File: config.mk
export PLATFORM = sky130hd
export DESIGN_NAME = uart_tx_engine
export DESIGN_NICKNAME = d
export VERILOG_FILES = /design/src/rtl/uart_tx_engine.sv
export SDC_FILE = /design/constraint.sdc
export NUM_CORES = 1
export LEC_CHECK = 0
export BUFFER_PORTS_ARGS = -buffer_cell sky130_fd_sc_hd__buf_2
export CELL_PAD_IN_SITES_DETAIL_PLACEMENT = 2
export CELL_PAD_IN_SITES_GLOBAL_PLACEMENT = 2
export CORE_MARGIN = 3
export CORE_UTILIZATION = 31
export DETAILED_ROUTE_END_ITERATION = 12
export GPL_TIMING_DRIVEN = 0
export HOLD_SLACK_MARGIN = 0.05
export PLACE_DENSITY_LB_ADDON = 0.1
export SYNTH_ARGS = -nofsm -noshare
export SYNTH_HDL_FRONTEND = slang
export SYNTH_SLANG_ARGS = --single-unit
File: constraint.sdc
create_clock -name clk_i -period 3 [get_ports clk_i]
set_clock_uncertainty 0.15 [all_clocks]
set_input_delay 0.3 -clock clk_i [delete_from_list [all_inputs] [get_ports clk_i]]
set_output_delay 0.3 -clock clk_i [all_outputs]
set_load 0.05 [all_outputs]
File: src/rtl/uart_tx_engine.sv
// UART transmit engine: start, 5..MAX_DATA_BITS data bits LSB first, optional parity,
// one or two stop bits, and a line-break mode. Bit period is clk_div_i+1 clock cycles.
module uart_tx_engine #(
    parameter int DIV_WIDTH     = 32,
    parameter int MAX_DATA_BITS = 9
) (
    input  logic                     clk_i,
    input  logic                     rst_i,
    input  logic                     clk_en_i,
    input  logic [DIV_WIDTH-1:0]     clk_div_i,
    input  logic [3:0]               data_bits_i,
    input  logic [2:0]               parity_mode_i,
    input  logic                     extra_stop_i,
    input  logic                     break_i,
    input  logic [MAX_DATA_BITS-1:0] tx_data_i,
    input  logic                     tx_valid_i,
    output logic                     tx_ready_o,
    output logic                     tx_o,
    output logic                     busy_o,
    output logic                     done_o
);

    typedef enum logic [2:0] {
        S_IDLE,
        S_START,
        S_DATA,
        S_PARITY,
        S_STOP,
        S_BREAK
    } state_e;

    localparam logic [3:0]           MIN_N   = 4'd5;
    localparam logic [3:0]           MAX_N   = 4'(MAX_DATA_BITS);
    localparam logic [DIV_WIDTH-1:0] CNT_ONE = DIV_WIDTH'(1);

    state_e                   state_q;
    logic [DIV_WIDTH-1:0]     cnt_q;
    logic [DIV_WIDTH-1:0]     div_q;
    logic [MAX_DATA_BITS-1:0] shift_q;
    logic [3:0]               nbits_q;
    logic [3:0]               bit_idx_q;
    logic                     par_en_q;
    logic                     par_bit_q;
    logic                     extra_q;
    logic                     stop_left_q;
    logic                     brk_stop_q;
    logic                     tx_q;
    logic                     done_q;

    logic [3:0]               nbits_d;
    logic [MAX_DATA_BITS-1:0] data_d;
    logic                     par_en_d;
    logic                     par_bit_d;
    logic                     handshake;
    logic                     bit_end;
    logic                     next_last;

    assign tx_ready_o = (state_q == S_IDLE) && clk_en_i && !break_i && !rst_i;
    assign handshake  = tx_valid_i && tx_ready_o;
    assign bit_end    = (cnt_q == div_q);
    // True when the coming cycle is the final cycle of a bit period.
    assign next_last  = bit_end ? (div_q == '0) : ((cnt_q + CNT_ONE) == div_q);

    assign tx_o   = tx_q;
    assign busy_o = (state_q != S_IDLE);
    assign done_o = done_q;

    always_comb begin
        nbits_d = data_bits_i;
        if (data_bits_i < MIN_N) begin
            nbits_d = MIN_N;
        end else if (data_bits_i > MAX_N) begin
            nbits_d = MAX_N;
        end
        data_d = '0;
        for (int i = 0; i < MAX_DATA_BITS; i++) begin
            data_d[i] = tx_data_i[i] && (i < int'(nbits_d));
        end
        par_en_d  = 1'b1;
        par_bit_d = ^data_d;
        case (parity_mode_i)
            3'd1:    par_bit_d = ^data_d;
            3'd2:    par_bit_d = ~^data_d;
            3'd3:    par_bit_d = 1'b1;
            3'd4:    par_bit_d = 1'b0;
            default: par_en_d  = 1'b0;
        endcase
    end

    always_ff @(posedge clk_i) begin
        if (rst_i) begin
            // NOTE: datapath registers are reset along with the state so an aborted frame leaves nothing stale.
            state_q     <= S_IDLE;
            cnt_q       <= '0;
            div_q       <= '0;
            shift_q     <= '0;
            nbits_q     <= '0;
            bit_idx_q   <= '0;
            par_en_q    <= 1'b0;
            par_bit_q   <= 1'b0;
            extra_q     <= 1'b0;
            stop_left_q <= 1'b0;
            brk_stop_q  <= 1'b0;
            tx_q        <= 1'b1;
            done_q      <= 1'b0;
        end else begin
            done_q <= 1'b0;
            case (state_q)
                S_IDLE: begin
                    tx_q  <= 1'b1;
                    cnt_q <= '0;
                    if (break_i) begin
                        state_q <= S_BREAK;
                        tx_q    <= 1'b0;
                    end else if (handshake) begin
                        state_q   <= S_START;
                        tx_q      <= 1'b0;
                        div_q     <= clk_div_i;
                        shift_q   <= data_d;
                        nbits_q   <= nbits_d;
                        par_en_q  <= par_en_d;
                        par_bit_q <= par_bit_d;
                        extra_q   <= extra_stop_i;
                    end
                end
                S_START: begin
                    if (bit_end) begin
                        cnt_q     <= '0;
                        state_q   <= S_DATA;
                        tx_q      <= shift_q[0];
                        shift_q   <= shift_q >> 1;
                        bit_idx_q <= 4'd1;
                    end else begin
                        cnt_q <= cnt_q + CNT_ONE;
                    end
                end
                S_DATA: begin
                    if (bit_end) begin
                        cnt_q <= '0;
                        if (bit_idx_q == nbits_q) begin
                            if (par_en_q) begin
                                state_q <= S_PARITY;
                                tx_q    <= par_bit_q;
                            end else begin
                                state_q     <= S_STOP;
                                tx_q        <= 1'b1;
                                stop_left_q <= extra_q;
                                done_q      <= next_last && !extra_q;
                            end
                        end else begin
                            tx_q      <= shift_q[0];
                            shift_q   <= shift_q >> 1;
                            bit_idx_q <= bit_idx_q + 4'd1;
                        end
                    end else begin
                        cnt_q <= cnt_q + CNT_ONE;
                    end
                end
                S_PARITY: begin
                    if (bit_end) begin
                        cnt_q       <= '0;
                        state_q     <= S_STOP;
                        tx_q        <= 1'b1;
                        stop_left_q <= extra_q;
                        done_q      <= next_last && !extra_q;
                    end else begin
                        cnt_q <= cnt_q + CNT_ONE;
                    end
                end
                S_STOP: begin
                    if (bit_end) begin
                        cnt_q <= '0;
                        if (stop_left_q) begin
                            stop_left_q <= 1'b0;
                            done_q      <= next_last && !brk_stop_q;
                        end else begin
                            state_q    <= S_IDLE;
                            brk_stop_q <= 1'b0;
                        end
                    end else begin
                        cnt_q  <= cnt_q + CNT_ONE;
                        done_q <= next_last && !stop_left_q && !brk_stop_q;
                    end
                end
                S_BREAK: begin
                    tx_q <= 1'b0;
                    // Leaving break: one idle-level bit period through STOP, never flagged as done.
                    if (!break_i) begin
                        state_q     <= S_STOP;
                        tx_q        <= 1'b1;
                        div_q       <= clk_div_i;
                        cnt_q       <= '0;
                        stop_left_q <= 1'b0;
                        brk_stop_q  <= 1'b1;
                    end
                end
                default: state_q <= S_IDLE;
            endcase
        end
    end

endmodule

* Yosys cells after proc, flatten, opt, wreduce, memory -nomap -nowiden
Index checks and enable logic that the tools add are counted.
W data, S select, Z words.
** Word-level totals
- Bits in registers :: 91
- Bits of input ports :: 54
- Logic and storage cells :: 156
** Cells by class
- Add/sub/neg operators :: 2
- Order comparisons :: 11
- Eq/ne operators :: 24
- Muxes and demuxes :: 60
- Bitwise logic cells :: 1
- Reductions and logical operators :: 45
** Operators by type and width (count)
- $mux W32 :: 5
- $pmux W32 S3 :: 1
- $eq A32 B32 Y1 :: 2
- $pmux W32 S2 :: 1
- $mux W9 :: 5
- $add A32 B1 Y32 const B :: 1
- $logic_not A32 Y1 :: 1
- $mux W3 :: 10
- $pmux W9 S3 :: 1
- $mux W1 :: 25
- $ne A2 B2 Y1 const B :: 11
- $mux W4 :: 5
- $pmux W3 S6 :: 1
- $logic_and A1 B1 Y1 :: 17
- $lt A3 B4 Y1 const A :: 4
- $reduce_and A4 Y1 :: 4
- $eq A3 B2 Y1 const B :: 4
- $eq A3 B3 Y1 const B :: 3
- $reduce_bool A3 Y1 :: 3
- $reduce_xnor A9 Y1 :: 1
- $reduce_xor A9 Y1 :: 1
- $lt A1 B4 Y1 const A :: 2
- $lt A2 B4 Y1 const A :: 2
- $pmux W4 S2 :: 1
- other kinds (23) :: 32

* Depth between registers and ports, before layout
- Depth after elaboration :: 8
- Gate-level depth with buffers :: 10
- Gate-level depth less buffers :: 8

* Worst setup path after synthesis
Ideal clock, no wire load.
- Path kind :: flip-flop to flip-flop
- Start point :: register state_q[2]
- End point :: register shift_q[3]
- Setup time :: 0.086 ns
- Arrival :: 4.193 ns
- Path slack :: -1.429 ns
- Stages on the path, launching flop included :: 8
- Buffers on the path :: 1
- Path through :: dfxtp_1 or3_1 nor4b_1 nand2_1 a21oi_1 buf_2 nor2_1 a211oi_1
** On the way
- Longest elaborated chain between the ends :: 7
- Elaborated cells on any way between the ends :: 15
- Those cells by class :: eq/ne: 7; mux: 1; reduce/logical: 7
** RTL lines
- from (decl) :: line 36 : state_e state_q;
- from (signal assigned) :: line 93 : state_q <= S_IDLE;
- from (signal assigned) :: line 113 : state_q <= S_BREAK;
- from (signal assigned) :: line 116 : state_q <= S_START;
- $logic_not A3 Y1 :: line 58 : assign tx_ready_o = (state_q == S_IDLE) && clk_en_i && !break_i && !rst_i;
- $logic_and A1 B1 Y1 (3 in a row) :: line 58
- net tx_ready_o :: line 17 : output logic tx_ready_o,
- $logic_and A1 B1 Y1 :: line 59 : assign handshake = tx_valid_i && tx_ready_o;
- $ne A2 B2 Y1 (no source line)
- $reduce_and A6 Y1 (no source line)
- to (signal assigned) :: line 119 : shift_q <= data_d;
- to (signal assigned) :: line 131 : shift_q <= shift_q >> 1;
- to (signal assigned) :: line 152 : shift_q <= shift_q >> 1;
- to (decl) :: line 39 : logic [MAX_DATA_BITS-1:0] shift_q;
The timed path passes the listed nets, and every way through them passes these cells.
A chain may end at the register's enable or synchronous reset.

* Final worst setup path
- Start point :: register cnt_q[0]
- End point :: register done_q (netlist: done_o)
** On the way
- Longest elaborated chain between the ends :: 8
- Elaborated cells on any way between the ends :: 15
- Those cells by class :: add/sub: 1; eq/ne: 2; mux: 8; reduce/logical: 4
** RTL lines
- from (decl) :: line 37 : logic [DIV_WIDTH-1:0] cnt_q;
- from (signal assigned) :: line 134 : cnt_q <= cnt_q + CNT_ONE;
- from (signal assigned) :: line 156 : cnt_q <= cnt_q + CNT_ONE;
- from (signal assigned) :: line 167 : cnt_q <= cnt_q + CNT_ONE;
- $add A32 B1 Y32 :: line 62 : assign next_last = bit_end ? (div_q == '0) : ((cnt_q + CNT_ONE) == div_q);
- $eq A32 B32 Y1 :: line 62
- $mux W1 :: line 62
- $logic_and A1 B1 Y1 :: line 148, 165
- $mux W1 :: line 141 : if (par_en_q) begin
- $mux W1 :: line 140 : if (bit_idx_q == nbits_q) begin
- $mux W1 :: line 138 : if (bit_end) begin
- $pmux W1 S3 (*) :: line 108 : case (state_q)
- to (signal assigned) :: line 148 : done_q <= next_last && !extra_q;
- to (signal assigned) :: line 165 : done_q <= next_last && !extra_q;
- to (signal assigned) :: line 175 : done_q <= next_last && !brk_stop_q;
- to (decl) :: line 48 : logic done_q;
Every way passes the cells marked *; elsewhere a longest branch is shown, timed or not.

==> metrics.yaml <==
grt:
  grt_pass1_vias: 6419
  track_usage_pct: 23.3
  grt_max_degree: 15
  grt.overflow.total: 0
  antenna_found_initial: 0
  grt_pass1_wl_um: 36000
critical_path:
  crit_family: "simple AND/OR/NAND/NOR gates"
  crit_top_cell: "nand4_1"
  path_cells: "ha_1 > buf_4 > nand4_1 > buf_6 > or4_4 > or3_4 > a21o_1 > a32oi_2 > nand4_1 > o41ai_4"
  end_kind: "flop"
  cp.required_ps: 3100
  cp_slowest_cell: "or4_4"
  cpPeakStageDelay_ps: 500
  cp_max_fo: 8
  crit_type: "flop to flop"
  setup.worst_path.start_class: "flop"
  worstPathArrival_ps: 3220
  path_buf_inv: 2
detailed_routing:
  vias_per_cell: 5.52
  drtAntennaViolNets: 0
  dr.pass1.iters: 4
  vias: 5977
  drt-wirelength-per-cell_um: 21.3
  wl_um: 23000
  drtIter0Drc: 390
  drcViolationCount: 0
timing:
  whs_ps: 55.2
  setup_viol: 1
  slew_headroom_pct: 36.6
  timing.fmax_mhz: 320
  hold_viol: 0
  setup_slack_ps: -121
  drv_slew: 0
  worst_pin_slew_ps: 947
  min_period_ps: 3120
  fin_crit_sh_pct: 104
  rsz0062_at_grt: "true"
cts:
  cts_root_buffer: "clkbuf_16"
  ctsLongestPathBuffers: 2
  cts_num_sinks: 91
  cts-buffers-inserted: 9
  cts_tree: "yes"
  h-tree-depth: 3
  clock_latency_ps: 360
  clk_pin_slew_ps: 70
job:
  maxCapViolCount: 0
logic_synthesis:
  synth_fp_nets: 801
  ys.warnings.count: 0
  ys_seq_area_share_pct: 32.7
  ys.flop_type: "dfxtp_1"
  synth_area_um2: 5570
  synth_seq_cells: 91
  synth_edf_count: 0
  yosysUniqueCellTypes: 68
  syn_area_per_cell_um2: 7.48
  async_reset_ff_share_pct: 0
  synthCells: 745
power:
  comb_power_share_pct: 41.7
  sw_frac_of_total_pct: 40.1
  pwr-share-clk_pct: 27.3
  p_leak_nw: 2.42
  power_density_nw_per_um2: 661
  ir_drop_mv: 0.360
  p_switching_mw: 1.87
  p_int_mw: 2.79
  pwr-share-seq_pct: 31.0
final_layout:
  seq_area_um2: 1840
  nets: 909
  drive_above_1_share_pct: 17.6
  syn2layout_area_growth_pct: 26.5
  n_antenna_cell: 0
  layout.cells.non_filler: 1082
  finalInstanceArea_um2: 7050
  multiInputGateArea_um2: 3670
  n_fill_cell: 2023
floorplan:
  die_h_um: 140
  fp.dieW_um: 140
  rows: 48
  io-pin-count: 58
  core-area_um2: 17500
  die_area_um2: 19600
  start_util_pct: 31.9
placed_design:
  gp_congestion: 0.878
  dp.cells: 1023
  placed_area_um2: 6140
  hpwl_um: 17200
  io_buffers: 53
  preCtsSetupSlack_ps: -637
run_status:
  violations: "negative setup slack"
  status: "complete, but fails checks"
hold_path:
  hp-class: "primary input to flop"
## metal layers
metal,track usage [%],share of wire [%],vias up
met1,32.6,48,2992
met3,3.14,3.0,26
met5,0,0,-
met4,5.71,1.6,0
met2,38.0,47,105
li1,-,-,2854
## final timing paths
check        slack (ps)     startpoint         end  depth (start not counted)
max reg2reg        -120       cnt_q[0]      done_o                         10
min reg2reg         350     nbits_q[3]  nbits_q[3]                          2
max                -120       cnt_q[0]      done_o                         10
min                  60  clk_div_i[14]   div_q[14]                          3
## synthesized netlist by cell type (2+ instances only)
cell / n / share of area (%)
o2111ai_1: 2 / 0.31
nand4b_1: 4 / 0.63
nor3_1: 19 / 1.7
nand2_1: 118 / 7.9
a2bb2oi_1: 2 / 0.31
nand3_1: 21 / 1.9
inv_1: 12 / 0.81
a21oi_1: 77 / 6.9
xnor2_1: 44 / 6.9
clkbuf_1: 36 / 2.4
or4_1: 8 / 1.1
or3_1: 12 / 1.3
and3_1: 5 / 0.56
nor2b_1: 6 / 0.67
buf_2: 2 / 0.18
o311ai_0: 2 / 0.31
buf_4: 2 / 0.27
o21ai_0: 29 / 2.6
nand3b_1: 5 / 0.67
and2_1: 3 / 0.34
mux2i_1: 10 / 1.8
dfxtp_1: 91 / 33
nand2b_1: 7 / 0.79
nand4_1: 23 / 2.6
and3b_1: 2 / 0.31
nor4_1: 21 / 2.4
nor2_1: 79 / 5.3
o211ai_1: 2 / 0.27
a22oi_1: 2 / 0.27
buf_6: 3 / 0.61
a211o_1: 2 / 0.31
a31oi_1: 4 / 0.45
and4_1: 3 / 0.47
a311oi_1: 2 / 0.31
ha_1: 2 / 0.45
a211oi_1: 11 / 1.5
a21o_1: 7 / 0.94
xor2_1: 28 / 4.4
or3_2: 3 / 0.40
nor3b_1: 5 / 0.67
or4_4: 2 / 0.40
## worst register-to-register path, cell delays in order, from the launching register on
cell	delay, ps
dfxtp_4	390
ha_1	170
buf_4	160
nand4_1	130
buf_6	170
or4_4	500
or3_4	350
a21o_1	180
a32oi_2	200
nand4_1	190
o41ai_4	420
## stage by stage
stage	power [mW]	TNS, ps	util (%)
after floorplan	2.59	0	-
after CTS	4.57	-152	39.5
after detailed placement	3.18	-14830	35.2
after global placement	3.11	-11710	35.2
final	4.66	-121	40.3
after global routing	4.92	-260	40.3
## registers in the layout, summed over array words and instances (netlist names)
signal	cells
bit_idx_q	4
brk_stop_q	1
cnt_q	32
div_q	32
done_o	1
extra_q	1
nbits_q	4
par_bit_q	1
par_en_q	1
shift_q	9
state_q	3
stop_left_q	1
tx_o	1
## power by group through the flow
stage	sequential [mW]	combinational (mW)	clock, mW
2_1_floorplan	1.45	1.14	0
3_3_place_gp	1.46	1.64	0
3_5_place_dp	1.47	1.71	0
4_1_cts	1.45	1.83	1.30
5_1_grt	1.46	2.11	1.34
6_report	1.45	1.94	1.27
## logic make-up (layout without fill, tap and decap cells)
group,after synthesis,count (layout),share of synthesized area (%)
DFF,91,91,32.7
and+or+nand+nor,352,352,31.4
AOI/OAI and AO/OA,160,160,17.5
xor gates and xnor gates,72,72,11.3
buffers and inverters,56,168,4.38
adders and majority gates,2,2,0.449
muxes,12,12,2.27
## final cells by class
cell class,instances,area share (%)
Clock inverter,5,1.10
Inverter,12,0.639
Multi-Input combinational cell,598,52.1
Timing Repair Buffer,101,9.97
Buffer,40,2.77
Tap cell,225,3.99
Sequential cell,91,26.1
Clock buffer,10,3.39
## cell usage in the layout, fill, tap and decap left out, types with 17 or more instances in the layout
| cell type | netlist | final |
|---|---|---|
| buf_2 | 2 | 54 |
| nand4_1 | 23 | 23 |
| xnor2_1 | 44 | 44 |
| a21oi_1 | 77 | 75 |
| nand3_1 | 21 | 20 |
| nor3_1 | 19 | 17 |
| xor2_1 | 28 | 28 |
| buf_4 | 2 | 20 |
| dlygate4sd3_1 | 0 | 28 |
| nor2_1 | 79 | 77 |
| o21ai_0 | 29 | 27 |
| nand2_1 | 118 | 118 |
| clkbuf_1 | 36 | 26 |
| dfxtp_1 | 91 | 81 |
## repair_timing
action	4_1_cts	5_1_grt
hold endpoints to repair	28	0
gates resized for setup	27	35
pin swaps	9	10
setup buffers	12	8
setup endpoints to repair	47	59
cloned	0	0
hold buffers	28	0
No activity file was read; power rests on OpenSTA's default activity.
